[src/rtl/rr_grant_scheduler_pkg.sv]
// Shared types and constants for the round-robin grant scheduler.
package rr_grant_scheduler_pkg;
  localparam int NREQ = 4;
  localparam int ID_W = 2;

  // 2'b11 is unused; the FSM recovers from it to IDLE
  typedef enum logic [1:0] {
    IDLE    = 2'b00,
    OWN     = 2'b01,
    RELEASE = 2'b10
  } state_t;

  function automatic logic [NREQ-1:0] id2onehot(input logic [ID_W-1:0] id);
    id2onehot     = '0;
    id2onehot[id] = 1'b1;
  endfunction
endpackage

[src/rtl/rr_grant_scheduler_if.sv]
// Requester-side handshake bundle: req/done in, grant status out.
interface rr_grant_scheduler_if;
  import rr_grant_scheduler_pkg::*;

  logic [NREQ-1:0] req;
  logic            done;
  logic [NREQ-1:0] grant;
  logic [ID_W-1:0] grant_id;
  logic            busy;
  logic            timeout;

  modport master (output req, done, input grant, grant_id, busy, timeout);
  modport slave  (input req, done, output grant, grant_id, busy, timeout);
endinterface

[src/rtl/rr_grant_scheduler_pick.sv]
// Rotating-priority picker: first set request after i_ptr, wrapping to i_ptr last.
module rr_pick
  import rr_grant_scheduler_pkg::*;
(
  input  logic [NREQ-1:0] i_req,
  input  logic [ID_W-1:0] i_ptr,
  output logic            o_found,
  output logic [ID_W-1:0] o_pick_id
);

  logic [ID_W-1:0] w_idx;

  // Scan farthest-to-nearest so the nearest set bit after i_ptr wins
  always_comb begin
    o_found   = 1'b0;
    o_pick_id = '0;
    w_idx     = '0;
    for (int k = NREQ; k >= 1; k--) begin
      w_idx = i_ptr + ID_W'(k);
      if (i_req[w_idx]) begin
        o_found   = 1'b1;
        o_pick_id = w_idx;
      end
    end
  end

endmodule

[src/rtl/rr_grant_scheduler.sv]
// Round-robin owner scheduler for a shared datapath: IDLE -> OWN -> RELEASE,
// with ownership bounded to MAX_HOLD cycles.
module rr_grant_scheduler
  import rr_grant_scheduler_pkg::*;
#(
  parameter int MAX_HOLD = 8
) (
  input  logic                 clk,
  input  logic                 rst,
  rr_grant_scheduler_if.slave  bus
);

  localparam int CNT_W = $clog2(MAX_HOLD) + 1;

  state_t          r_state,    w_state_nxt;
  logic [CNT_W-1:0] r_hold_cnt, w_hold_nxt;
  logic [ID_W-1:0] r_ptr,      w_ptr_nxt;
  logic [NREQ-1:0] r_grant,    w_grant_nxt;
  logic [ID_W-1:0] r_gid,      w_gid_nxt;
  logic            r_busy,     w_busy_nxt;
  logic            r_timeout,  w_timeout_nxt;

  logic            w_found;
  logic [ID_W-1:0] w_pick_id;
  logic            w_owner_req;
  logic            w_limit;

  rr_pick u_pick (
    .i_req     (bus.req),
    .i_ptr     (r_ptr),
    .o_found   (w_found),
    .o_pick_id (w_pick_id)
  );

  assign w_owner_req = bus.req[r_gid];
  assign w_limit     = (r_hold_cnt == CNT_W'(MAX_HOLD - 1));

  // Next-state and next-output decode; outputs are registered below
  always_comb begin
    w_state_nxt   = r_state;
    w_hold_nxt    = r_hold_cnt;
    w_ptr_nxt     = r_ptr;
    w_grant_nxt   = r_grant;
    w_gid_nxt     = r_gid;
    w_busy_nxt    = r_busy;
    w_timeout_nxt = 1'b0;
    case (r_state)
      IDLE: begin
        w_grant_nxt = '0;
        w_busy_nxt  = 1'b0;
        if (w_found) begin
          w_state_nxt = OWN;
          w_grant_nxt = id2onehot(w_pick_id);
          w_gid_nxt   = w_pick_id;
          w_hold_nxt  = '0;
          w_busy_nxt  = 1'b1;
        end
      end
      OWN: begin
        w_hold_nxt = r_hold_cnt + 1'b1;
        if (bus.done || !w_owner_req || w_limit) begin
          w_state_nxt   = RELEASE;
          w_grant_nxt   = '0;
          w_busy_nxt    = 1'b0;
          w_ptr_nxt     = r_gid;
          // Only a pure hold-limit expiry counts as a timeout
          w_timeout_nxt = w_limit && !bus.done && w_owner_req;
        end
      end
      RELEASE: begin
        w_state_nxt = IDLE;
        w_grant_nxt = '0;
        w_busy_nxt  = 1'b0;
      end
      default: begin
        w_state_nxt = IDLE;
        w_grant_nxt = '0;
        w_busy_nxt  = 1'b0;
        w_hold_nxt  = '0;
      end
    endcase
  end

  // State, counter, pointer and output registers; reset parks ptr at 3
  always_ff @(posedge clk or negedge rst) begin
    if (!rst) begin
      r_state    <= IDLE;
      r_hold_cnt <= '0;
      r_ptr      <= ID_W'(NREQ - 1);
      r_grant    <= '0;
      r_gid      <= '0;
      r_busy     <= 1'b0;
      r_timeout  <= 1'b0;
    end else begin
      r_state    <= w_state_nxt;
      r_hold_cnt <= w_hold_nxt;
      r_ptr      <= w_ptr_nxt;
      r_grant    <= w_grant_nxt;
      r_gid      <= w_gid_nxt;
      r_busy     <= w_busy_nxt;
      r_timeout  <= w_timeout_nxt;
    end
  end

  assign bus.grant    = r_grant;
  assign bus.grant_id = r_gid;
  assign bus.busy     = r_busy;
  assign bus.timeout  = r_timeout;

endmodule

[src/flat_wrapper.sv]
// flat-port wrapper written by rule: the top's interface ports become plain ports
module rr_grant_scheduler_flat import rr_grant_scheduler_pkg::*;
#(
  parameter int MAX_HOLD = 8
)
  (clk, rst, bus_req, bus_done, bus_grant, bus_grant_id, bus_busy, bus_timeout);
  rr_grant_scheduler_if bus_i ();
  input  logic clk;
  input  logic rst;
  input wire logic [$bits(bus_i.req)-1:0] bus_req;
  input wire logic [$bits(bus_i.done)-1:0] bus_done;
  output wire logic [$bits(bus_i.grant)-1:0] bus_grant;
  output wire logic [$bits(bus_i.grant_id)-1:0] bus_grant_id;
  output wire logic [$bits(bus_i.busy)-1:0] bus_busy;
  output wire logic [$bits(bus_i.timeout)-1:0] bus_timeout;
  assign bus_i.req = bus_req;
  assign bus_i.done = bus_done;
  assign bus_grant = bus_i.grant;
  assign bus_grant_id = bus_i.grant_id;
  assign bus_busy = bus_i.busy;
  assign bus_timeout = bus_i.timeout;
  rr_grant_scheduler #(.MAX_HOLD(MAX_HOLD)) u_core (.clk(clk), .rst(rst), .bus(bus_i));
endmodule
[config.mk]
export PLATFORM = sky130hd
export DESIGN_NAME = rr_grant_scheduler_flat
export DESIGN_NICKNAME = d
export VERILOG_FILES = /design/src/rtl/rr_grant_scheduler_pkg.sv /design/src/rtl/rr_grant_scheduler_if.sv /design/src/rtl/rr_grant_scheduler_pick.sv /design/src/rtl/rr_grant_scheduler.sv /design/src/flat_wrapper.sv
export SDC_FILE = /design/constraint.sdc
export NUM_CORES = 1
export LEC_CHECK = 0
export CORE_MARGIN = 2
export CORE_UTILIZATION = 49
export CTS_BUF_LIST = sky130_fd_sc_hd__clkbuf_16
export DETAILED_ROUTE_END_ITERATION = 6
export GPL_TIMING_DRIVEN = 0
export PLACE_DENSITY = 0.85
export SYNTH_ARGS = -nofsm -noshare
export SYNTH_HDL_FRONTEND = slang
export SYNTH_SLANG_ARGS = --single-unit
export TNS_END_PERCENT = 5
[constraint.sdc]
create_clock -name clk -period 1.8 [get_ports clk]
set_clock_uncertainty 0.1 [all_clocks]
set_input_delay 0.36 -clock clk [delete_from_list [all_inputs] [get_ports clk]]
set_output_delay 0.36 -clock clk [all_outputs]
set_load 0.05 [all_outputs]
Word-level counts from Yosys, hierarchy flattened:

Index checks and enable logic that the tools add are counted.

* magnitude comparators: 7
* bitwise operators: 1
* reduce and logical (&&, ||, !) cells: 12
* mux-type cells: 33
* add/sub/neg operators: 4
* eq/ne operators: 5

Operators by type and width (count)
* $lt A2 B3 Y1 const B: 6
* $mux W1: 14
* $mux W2: 6
* $mux W4: 3
* $pmux W4 S3: 1
* $bmux W1 S2: 5
* $pmux W4 S2: 1
* $reduce_and A2 Y1: 4
* $add A2 B2 Y2 const B: 2
* $add A4 B1 Y4 const B: 1
* $eq A4 B3 Y1 const B: 1
* $pmux W2 S2: 1
* $logic_and A1 B1 Y1: 3
* $add A2 B1 Y2 const B: 1
* $demux W1 S2: 1
* $eq A2 B1 Y1 const B: 1
* $eq A2 B2 Y1 const B: 1
* $ge A2 B1 Y1 const B: 1
* $logic_not A1 Y1: 2
* $logic_not A2 Y1: 1
* $logic_or A1 B1 Y1: 2
* $ne A2 B1 Y1 const B: 1
* $ne A2 B2 Y1 const B: 1
* $pmux W1 S2: 1
* $not A1 Y1: 1

* output and inout port bits: 8
* input bits: 7
* word-level logic and storage cells: 69
* flip-flop bits (word level): 16

Logic depth before layout (Yosys ltp):

* depth after elaboration: 12
* depth in mapped cells: 6

Modules after synthesis:

Synthesis repeated with hierarchy kept, for this count alone.

* cell total of the unflattened synthesis: 73
* area, all modules: 805.8 um^2

Modules (own cells, without submodules)
* rr_grant_scheduler: seq. area each 402.9 um^2, instances 1, area an instance 714.4 um^2, cells each 59
* rr_pick: seq. area each 0.0 um^2, instances 1, area an instance 91.3 um^2, cells each 14

Least setup slack after synthesis:

Ideal clock, no wire load.

* path type: reg2reg
* start: reg u_core.r_gid[1], in the netlist u_core.bus.grant_id[1]
* end: reg u_core.r_ptr[0]
* data required time: 1.618 ns
* arrival: 1.844 ns
* buffers on the path: 0
* library setup time: 0.082 ns
* cell stages (with the launch flop): 5
* slack: -0.227 ns
* cells stage by stage: dfrtp_1 mux4_2 nor2b_4 a21oi_4 mux2_4

* word-level cells in the longest chain between the ends: 6

RTL lines
* from (decl): RTL line rr_grant_scheduler.sv:19 `logic [ID_W-1:0] r_gid, w_gid_nxt;`
* from (signal assigned): RTL line rr_grant_scheduler.sv:99 `r_gid <= w_gid_nxt;`
* $bmux W1 S2: RTL line rr_grant_scheduler.sv:35 `assign w_owner_req = bus.req[r_gid];`
* $mux W1 (implied by the code): RTL line rr_grant_scheduler.sv:35
* $logic_not A1 Y1: RTL line rr_grant_scheduler.sv:61 `if (bus.done || !w_owner_req || w_limit) begin`
* $logic_or A1 B1 Y1 (2 in series): RTL line rr_grant_scheduler.sv:61
* $reduce_and A2 Y1 (no source line)
* to (signal assigned): RTL line rr_grant_scheduler.sv:89 `r_ptr <= ID_W'(NREQ - 1);`
* to (signal assigned): RTL line rr_grant_scheduler.sv:97 `r_ptr <= w_ptr_nxt;`
* to (decl): RTL line rr_grant_scheduler.sv:17 `logic [ID_W-1:0] r_ptr, w_ptr_nxt;`

Every way passes these cells. The select of a mux whose other input is x is not followed.
A chain may end at the register's enable or synchronous reset.

Worst setup path in the final report:

* start: reg u_core.r_gid[1], in the netlist u_core.bus.grant_id[1]
* end: reg u_core.r_ptr[1]

* word-level cells in the longest chain between the ends: 6

RTL lines (RTL line)
* $bmux W1 S2: rr_grant_scheduler.sv:35
* $mux W1 (implied by the code): rr_grant_scheduler.sv:35
* $logic_not A1 Y1: rr_grant_scheduler.sv:61
* $logic_or A1 B1 Y1 (2 in series): rr_grant_scheduler.sv:61
* $reduce_and A2 Y1 (no source line)

Parallel ways exist; a longest one is shown, timed or not. The select of a mux whose other input is x is not followed.

==> results.yml <==
drt:
  route.vias.total: 624
  detail-route-antenna-nets: 0
  remaining_drc_errors: 0
  routed_wire_length_mm: 1.59
  drtPass1Iterations: 4
  vias_per_cell: 5.78
  routedWlPerCell_um: 14.7
  dr.first_iter.drc_count: 7
global_route:
  maximum_number_of_pins_on_one_net_before_global_route_repair: 17
  grt_overflow: 0
  track_usage: 0.192
  initial_antenna_violation_count: 0
  via_count_of_the_first_global_routing_pass: 593
  grt_first_pass_wirelength_mm: 2.68
critical_path:
  cp.depth: 4
  path_max_fanout: 4
  crit_path_end_kind: "flip-flop"
  cpPeakStageDelay_ps: 510
  crit_type: "reg2reg"
  cp.arrival_ps: 1810
  reg2reg_setup_slack_ps: 70
  worst-r2r-cell-count: 4
  critical_path_required_ps: 1870
  worstSetupStartpointType: "flip-flop"
  crit_buf_inv: 0
  critPathSlowestCell: "mux4_2"
  crit_path_cell_trace: "mux4_2, nor2b_4, a21oi_4, mux2_4"
  cell_family_contributing_the_most_delay_on_the_critical_path: "multiplexers"
final_layout:
  layout-area-overhead-vs-synth_pct: 28.6
  ff_latch_area_um2: 404
  finish.net_count: 101
  fill_cells: 127
  layout.cell_area.non_filler_um2: 1030
  post_route_core_utilization: 0.679
  instances_no_fill: 108
  num_antenna_cells: 0
  multi_input_gate_area_um2: 383
  drive_gt1_frac: 0.174
timing:
  relSlewSlack: 0.528
  fmaxAchievable_mhz: 577
  final.min_clock_period_ps: 1730
  period_share: 0.963
  hold_viol: 0
  final.setup.tns_ps: 0
  setup_repair_after_global_routing_missed_its_margin: "true"
  setup_ws_ps: 66.3
  timing_worst_slew_pin_value_ps: 705
  final_max_slew_viol_count: 0
  finalSetupViolations: 0
synthesis:
  synth_fp_nets: 82
  avgSynthCellArea_um2: 10.9
  synthCells: 74
  postSynth.asyncResetShare: 1.00
  ys_ff_latch: 16
  syn_area_um2: 805
  yosysWarningCount: 0
  synth_sequential_area_ratio: 0.501
  ys_dominant_reg_cell: "dfrtp_1"
  post_synth_num_cell_types: 35
  synth_edf_count: 0
cts:
  tritoncts.num_buffers: 3
  cts_hold_buffers: 0
  cts_setup_buffers: 0
  clock_insertion_delay_worst_skew_ps: 250
  cts_root_buffer: "clkbuf_16"
  clock_tree.buffer_depth: 2
  clock_sinks: 16
  clock_pin_slew_on_the_worst_setup_and_hold_paths_ps: 50
  tritoncts_clock_tree: "done"
  cts_max_level: 1
floorplan:
  fp.dieW_um: 44.5
  chipHeight_um: 44.5
  boundaryPins: 15
  floorplan.initialDensity: 0.528
  floorplan.core_area_um2: 1520
  std_cell_rows: 14
  fp.dieArea_um2: 1980
power_and_ir_drop:
  power-per-cell-area_nw_per_um2: 1810
  ir_worst_vdd_mv: 0.947
  leakage_power_summed_over_all_cells_nw: 0.495
min_path:
  worst_hold_path_type: "reg2reg"
  min_path_cells: 2
place:
  hpwl_mm: 1.16
  placed_area_um2: 966
  pre_cts_ws_ps: -397
  place.gp.congestion: 0.840
  port-buffer-count: 14
  placed_cells: 104
status:
  status: "completed"
flow_run:
  timing.max_cap.violations: 0
==> layer usage <==
| layer | wire length (µm) | vias up | global-route usage |
|---|---|---|---|
| li1 | - | 301 | - |
| met2 | 736 | 22 | 0.275 |
| met4 | 11 | 0 | 0.0727 |
| met3 | 111 | 2 | 0.0816 |
| met5 | 0 | - | 0 |
| met1 | 731 | 299 | 0.256 |
==> power by group <==
group | internal, mW | total [mW] | switching, mW | leakage, nW
logic | 0.307 | 0.806 | 0.500 | 0.254
clock network | 0.295 | 0.435 | 0.140 | 0.0385
registers | 0.511 | 0.633 | 0.122 | 0.202
total | 1.11 | 1.87 | 0.761 | 0.495
==> flip-flops by register name, indices dropped and copies added (netlist names) <==
register,count
u_core.r_ptr,2
u_core.bus.grant_id,2
u_core.bus.grant,4
u_core.r_hold_cnt,4
u_core.bus.busy,1
u_core.r_state,2
u_core.bus.timeout,1
==> final timing paths <==
check,from,end
worst max register to register,u_core.bus.grant_id[1],u_core.r_ptr[1]
worst min register to register,u_core.bus.busy,u_core.bus.busy
worst min-delay path,u_core.bus.busy,u_core.bus.busy
min in group asynchronous,rst,u_core.bus.timeout
max in group asynchronous,rst,u_core.bus.grant_id[1]
worst max-delay path,u_core.bus.grant_id[1],u_core.r_ptr[1]
==> final cells by class <==
type                       instances  area share
inverter                           4      0.0145
tap                               16      0.0193
multi-input combinational         53       0.370
sequential                        16       0.391
timing repair buffer              14       0.125
clock buffer                       3      0.0726
clock inverter                     1     0.00363
buffer                             1     0.00484
==> layout by cell type (no fill, tap or decap), types with 2 or more instances in the layout <==
| cell | n |
|---|---|
| clkdlybuf4s50_1 | 2 |
| nor2b_1 | 3 |
| o31ai_1 | 2 |
| dfrtp_1 | 13 |
| nor2_1 | 2 |
| inv_1 | 4 |
| dlygate4sd2_1 | 11 |
| o21ai_0 | 7 |
| mux2_4 | 2 |
| clkbuf_16 | 3 |
| a21oi_1 | 2 |
| dfstp_2 | 2 |
| nand2_1 | 11 |
==> cells by family (layout without fill, tap and decap cells) <==
family,count (synthesis),count (layout),share of synthesized area
AOI/OAI and AO/OA,20,20,0.176
xor gates and xnor gates,1,1,0.0109
adders and majority gates,1,1,0.0155
buffers and inverters,5,23,0.0233
DFF,16,16,0.501
muxes,4,4,0.0778
and+or+nand+nor,27,27,0.196
==> cell usage after synthesis, types with 2 or more instances <==
| cell type | count | area, µm² |
|---|---|---|
| mux2_4 | 2 | 30.0 |
| nor2b_1 | 3 | 18.8 |
| o31ai_1 | 2 | 15.0 |
| a21oi_1 | 2 | 10.0 |
| nand2_1 | 11 | 41.3 |
| dfrtp_1 | 14 | 350 |
| o21ai_0 | 7 | 35.0 |
| inv_1 | 4 | 15.0 |
| nor2_1 | 2 | 7.51 |
| dfstp_2 | 2 | 52.6 |
==> repair_timing <==
item / in CTS / in global routing
setup endpoints to repair: 18 / 12
pin swaps: 0 / 1
gates resized for setup: 12 / 1
==> worst register-to-register path: stages, from the launching register on <==
cell and delay, ps:
dfrtp_2 390, mux4_2 510, nor2b_4 150, a21oi_4 190
mux2_4 320
==> metrics by stage <==
stage | total power, mW | hold WS [ps]
2_1_floorplan | 1.24 | -35.6
3_3_place_gp | 1.47 | 369
3_5_place_dp | 1.49 | 371
4_1_cts | 1.88 | 378
5_1_grt | 1.98 | 401
6_report | 1.87 | 374
Power figures use the tool's default switching activity.
